File: config.mk
export PLATFORM = sky130hd
export DESIGN_NAME = iiitb_sd_serializer
export DESIGN_NICKNAME = d
export VERILOG_FILES = /design/src/rtl/iiitb_sd_serializer.sv
export SDC_FILE = /design/constraint.sdc
export NUM_CORES = 1
export LEC_CHECK = 0
export ABC_AREA = 0
export BUFFER_PORTS_ARGS = -buffer_cell sky130_fd_sc_hd__buf_2
export CORE_MARGIN = 3
export CORE_UTILIZATION = 56
export DETAILED_ROUTE_END_ITERATION = 10
export PLACE_DENSITY_LB_ADDON = 0.25
export SLEW_MARGIN = 20
export SYNTH_ARGS = -nofsm -noshare
export SYNTH_HDL_FRONTEND = slang
export SYNTH_SLANG_ARGS = --single-unit
File: constraint.sdc
create_clock -name clk -period 2 [get_ports clk]
set_clock_uncertainty 0.2 [all_clocks]
set_input_delay 0.4 -clock clk [delete_from_list [all_inputs] [get_ports clk]]
set_output_delay 0.4 -clock clk [all_outputs]
set_load 0.05 [all_outputs]
File: src/rtl/iiitb_sd_serializer.sv
// Parallel-to-serial front end for the iiitb_sd sequence detector.
// A one-word holding buffer lets consecutive words stream with no idle bit between frames.
module iiitb_sd_serializer #(
  parameter int WIDTH     = 8,
  parameter bit MSB_FIRST = 1'b1,
  parameter bit IDLE_BIT  = 1'b0
) (
  input  logic             clk,
  input  logic             reset,
  input  logic [WIDTH-1:0] data_in,
  input  logic             data_valid,
  output logic             data_ready,
  output logic             dout,
  output logic             dout_valid,
  output logic             frame_start,
  output logic             busy
);

  localparam int CW = $clog2(WIDTH);
  localparam logic [CW-1:0] LAST = CW'(WIDTH - 1);

  typedef enum logic {IDLE, SHIFT} state_t;

  state_t           state_q, state_d;
  logic [WIDTH-1:0] shifter_q, shifter_d;
  logic [WIDTH-1:0] bufWord_q, bufWord_d;
  logic             bufFull_q, bufFull_d;
  logic [CW-1:0]    cnt_q, cnt_d;
  logic             dout_q, dout_d;
  logic             doutValid_q, doutValid_d;
  logic             frameStart_q, frameStart_d;
  logic             ready_q, ready_d;
  logic             busy_q, busy_d;
  logic             accept;

  function automatic logic firstBit(input logic [WIDTH-1:0] w);
    return MSB_FIRST ? w[WIDTH-1] : w[0];
  endfunction

  // dout is registered, so the bit after the one currently shown sits one place in from the output end
  function automatic logic nextBit(input logic [WIDTH-1:0] s);
    return MSB_FIRST ? s[WIDTH-2] : s[1];
  endfunction

  function automatic logic [WIDTH-1:0] shiftOnce(input logic [WIDTH-1:0] s);
    return MSB_FIRST ? (s << 1) : (s >> 1);
  endfunction

  assign accept = data_valid && ready_q;

  always_comb begin
    state_d      = state_q;
    shifter_d    = shifter_q;
    bufWord_d    = bufWord_q;
    bufFull_d    = bufFull_q;
    cnt_d        = cnt_q;
    dout_d       = dout_q;
    doutValid_d  = doutValid_q;
    frameStart_d = 1'b0;

    unique case (state_q)
      IDLE: begin
        dout_d      = IDLE_BIT;
        doutValid_d = 1'b0;
        if (accept) begin
          state_d      = SHIFT;
          shifter_d    = data_in;
          dout_d       = firstBit(data_in);
          doutValid_d  = 1'b1;
          frameStart_d = 1'b1;
          cnt_d        = '0;
        end
      end
      SHIFT: begin
        if (cnt_q != LAST) begin
          shifter_d = shiftOnce(shifter_q);
          dout_d    = nextBit(shifter_q);
          cnt_d     = cnt_q + 1'b1;
          if (accept) begin
            bufWord_d = data_in;
            bufFull_d = 1'b1;
          end
        end else if (bufFull_q) begin
          shifter_d    = bufWord_q;
          dout_d       = firstBit(bufWord_q);
          frameStart_d = 1'b1;
          cnt_d        = '0;
          bufFull_d    = 1'b0;
        end else if (accept) begin
          shifter_d    = data_in;
          dout_d       = firstBit(data_in);
          frameStart_d = 1'b1;
          cnt_d        = '0;
        end else begin
          state_d     = IDLE;
          dout_d      = IDLE_BIT;
          doutValid_d = 1'b0;
        end
      end
      default: state_d = IDLE;
    endcase

    ready_d = !bufFull_d;
    busy_d  = (state_d == SHIFT) || bufFull_d;
  end

  always_ff @(posedge clk) begin
    if (reset) begin
      state_q      <= IDLE;
      shifter_q    <= '0;
      bufWord_q    <= '0;
      bufFull_q    <= 1'b0;
      cnt_q        <= '0;
      dout_q       <= IDLE_BIT;
      doutValid_q  <= 1'b0;
      frameStart_q <= 1'b0;
      ready_q      <= 1'b1;
      busy_q       <= 1'b0;
    end else begin
      state_q      <= state_d;
      shifter_q    <= shifter_d;
      bufWord_q    <= bufWord_d;
      bufFull_q    <= bufFull_d;
      cnt_q        <= cnt_d;
      dout_q       <= dout_d;
      doutValid_q  <= doutValid_d;
      frameStart_q <= frameStart_d;
      ready_q      <= ready_d;
      busy_q       <= busy_d;
    end
  end

  assign data_ready  = ready_q;
  assign dout        = dout_q;
  assign dout_valid  = doutValid_q;
  assign frame_start = frameStart_q;
  assign busy        = busy_q;

endmodule

==> results by group <==
Run status
  • Status: finished clean

Place
  • Dpl hpwl: 1.74 mm
  • RePlAce Congestion: 0.834
  • IO buf count: 15

Drt
  • Routed Wire Length: 2.43 mm
  • Met3 Wirelength: 113 um
  • # DRC: 0
  • Post-DRT Antenna Nets: 0
  • DRT Pass-1 Iters: 4
  • Vias per cell: 5.86
  • DR WL/cell: 14.0 um
  • Met2 WL post-DR: 1.17 mm
  • Via count: 1020
  • Initial DRC count: 17
  • DR top layer: met3
  • M1 WL: 1.15 mm

Clock network
  • Post-CTS Setup Bufs: 0
  • Clock Latency Late Sink: 0.30 ns
  • Clock sink total: 25
  • Max H-tree Level: 1
  • Clk Tree Root Cell: clkbuf_4
  • CTS Buffer Depth: 2
  • TritonCTS Buffers: 3
  • TritonCTS clock tree: built
  • Hold Buf Count CTS: 0
  • Reg clk slew, reported paths: 0.13 ns
  • PostCTS Resize Cnt: 0

Setup path
  • Reg2Reg Launch Point: cnt_q[0]$_SDFF_PP0_
  • Startpoint types: flip-flop
  • Cell chain of the critical path: buf_2
  • Worst Path Max Fanout: 11
  • Buf/Inv on CP: 1
  • Required @ worst endpoint: 1.40 ns
  • Crit. Startpoint: data_ready$_SDFF_PP1_
  • Slowest cell delay on critical path: 0.61 ns
  • Family with the most delay on the worst path: flip-flops
  • CP max stage cell: dfxtp_1
  • R2R Setup Slk: 0.18 ns
  • CP endpoint kind: primary output
  • Setup Crit Path Kind: reg2out
  • CP arrival: 1.26 ns

Synth
  • Post-synthesis compound-gate area fraction: 0.216
  • Prevailing post-synth register cell: dfxtp_1
  • Yosys reg bits: 25
  • Synth top area cells: dfxtp_1 (40%), a21oi_1 (6.4%), nand2_1 (5.7%)
  • Adder-Cell Fraction of Synth Area: 0.0301
  • Count leader, synth: dfxtp_1
  • Synth warn: 0
  • Syn Std Cell Area: 1250 sq um
  • Distinct cells, synth: 35
  • Commonest cells in the netlist: dfxtp_1 (25), nand2_1 (19), a21oi_1 (16)
  • Synthesized Nets: 149
  • Area share of the leading cell type in the synthesized netlist: 0.401
  • Cells after Synth: 135
  • Avg Cell Area, Syn: 9.24 sq um
  • Async S/R FF share, synth: 0
  • Post-synth EDFFs: 0
  • Cell type with the highest aggregate area in the netlist: dfxtp_1
  • Largest family of logic cells by synthesized area: compound AO/OA/AOI/OAI gates
  • Multiplexer share of the synthesized area: 0.0481
  • Post-Synth XOR/XNOR Area: 0
  • Post-synthesis simple-gate area fraction: 0.215
  • Register area share after synthesis: 0.401

STA
  • Fin crit share: 0.928
  • Setup TNS: 0 ns
  • Slew HR: 0.714
  • Setup-failing EPs final: 0
  • Final hold vios: 0
  • Post-route minimum period: 1.86 ns
  • Tightest Pin Transition: 0.429 ns
  • Final Max Slew Viols: 0
  • Unrepaired setup endpoints after global routing: false
  • Max Fclk: 539 MHz

Worst hold path
  • Worst Hold Class: in2reg
  • Worst hold start: data_in[4]

Power and ir drop
  • Lkg Pwr: 0.519 nW
  • Worst VDD drop: 0.385 mV
  • Power Dens Cells: 713 nW/um^2

GRT
  • Global-route wire length before repair: 4.41 mm
  • Number of global-route vias before repair: 983
  • Gr ovfl total: 0
  • Pin count of the biggest net entering global routing: 26
  • Initial antenna violation count: 0
  • Total GRT Usage: 0.204

Layout
  • Area Growth Syn to Fin: 5.42%
  • Final core utilization: 0.644
  • Post-layout nets: 162
  • Antenna diode count: 0
  • Layout fillers: 190
  • Layout cells sized above 1: 0.197

Die
  • DIE AREA: 2830 sq um
  • Core area: 2040 sq um
  • I/O pin cnt: 16
  • Die X: 53.2 um
  • Initial core utilization: 0.611
  • # rows: 16
  • Die Y-Extent: 53.2 um

Run
  • Max-capacitance violation count: 0
-- power breakdown --
group	switching (mW)	internal, mW	total [mW]	leakage [nW]
clock network	0.136	0.0776	0.213	0.0150
logic	0.106	0.0668	0.173	0.299
registers	0.0217	0.530	0.552	0.205
-- final timing paths --
check	end	depth (start not counted)
max	data_ready	1
min	bufWord_q[4]$_SDFFE_PP0P_	3
max reg2reg	bufWord_q[6]$_SDFFE_PP0P_	5
min reg2reg	bufWord_q[4]$_SDFFE_PP0P_	2
-- layout make-up --
cell class / count / area [sq um] / share of cell area
tap: 27 / 33.8 / 0.0257
timing repair buffer: 19 / 105 / 0.0799
inverter: 4 / 15.0 / 0.0114
multi-input combinational: 95 / 634 / 0.482
clock buffer: 4 / 26.3 / 0.0200
sequential: 25 / 500 / 0.381
-- stage by stage --
step           setup slack (ns)  instance area, sq um  power (mW)  cells  hold slack, ns
2_1_floorplan             0.402                  1250       0.703    135           0.231
3_3_place_gp              0.258                  1290       0.731    170           0.239
3_5_place_dp              0.203                  1290       0.736    170           0.244
4_1_cts                   0.128                  1320       0.952    174           0.121
5_1_grt                  0.0185                  1320       0.995    174           0.113
6_report                  0.143                  1320       0.938    174           0.135
-- tightest hold or removal path: cells and delay by family --
family,cells,cell delay (ns)
compound gates,1,0.05
buf+inv,1,0.11
simple gates,1,0.05
-- flip-flops by register name, summed over array words and instances (netlist names) --
register	flops
state_q	1
dout	1
shifter_q	7
busy	1
bufFull_q	1
bufWord_q	8
dout_valid	1
cnt_q	3
data_ready	1
frame_start	1
-- per-layer routing --
layer / up-vias / track usage
li1: 511 / -
met1: 483 / 0.277
met2: 26 / 0.347
met3: 0 / 0.0338
met4: 0 / 0.0255
met5: - / 0
-- placed cells by master, fill, tap and decap left out, drive strengths merged, types with 2 or more instances in the layout --
master  count
nand2b      4
a221oi      7
clkbuf      4
nor2b       5
ha          3
dfxtp      25
nand4b      3
o21ai       6
buf        19
nand3b      4
nand2      20
inv         4
nand3       3
mux2i       6
o32ai       2
a21oi      17
a31oi       2
-- cells by family after synthesis --
| group | Yosys count |
|---|---|
| buffers and inverters | 15 |
| adders and majority gates | 3 |
| and+or+nand+nor | 45 |
| muxes | 6 |
| DFF | 25 |
| AOI/OAI and AO/OA | 41 |
Note: power is estimated with default switching activity, not from simulation.
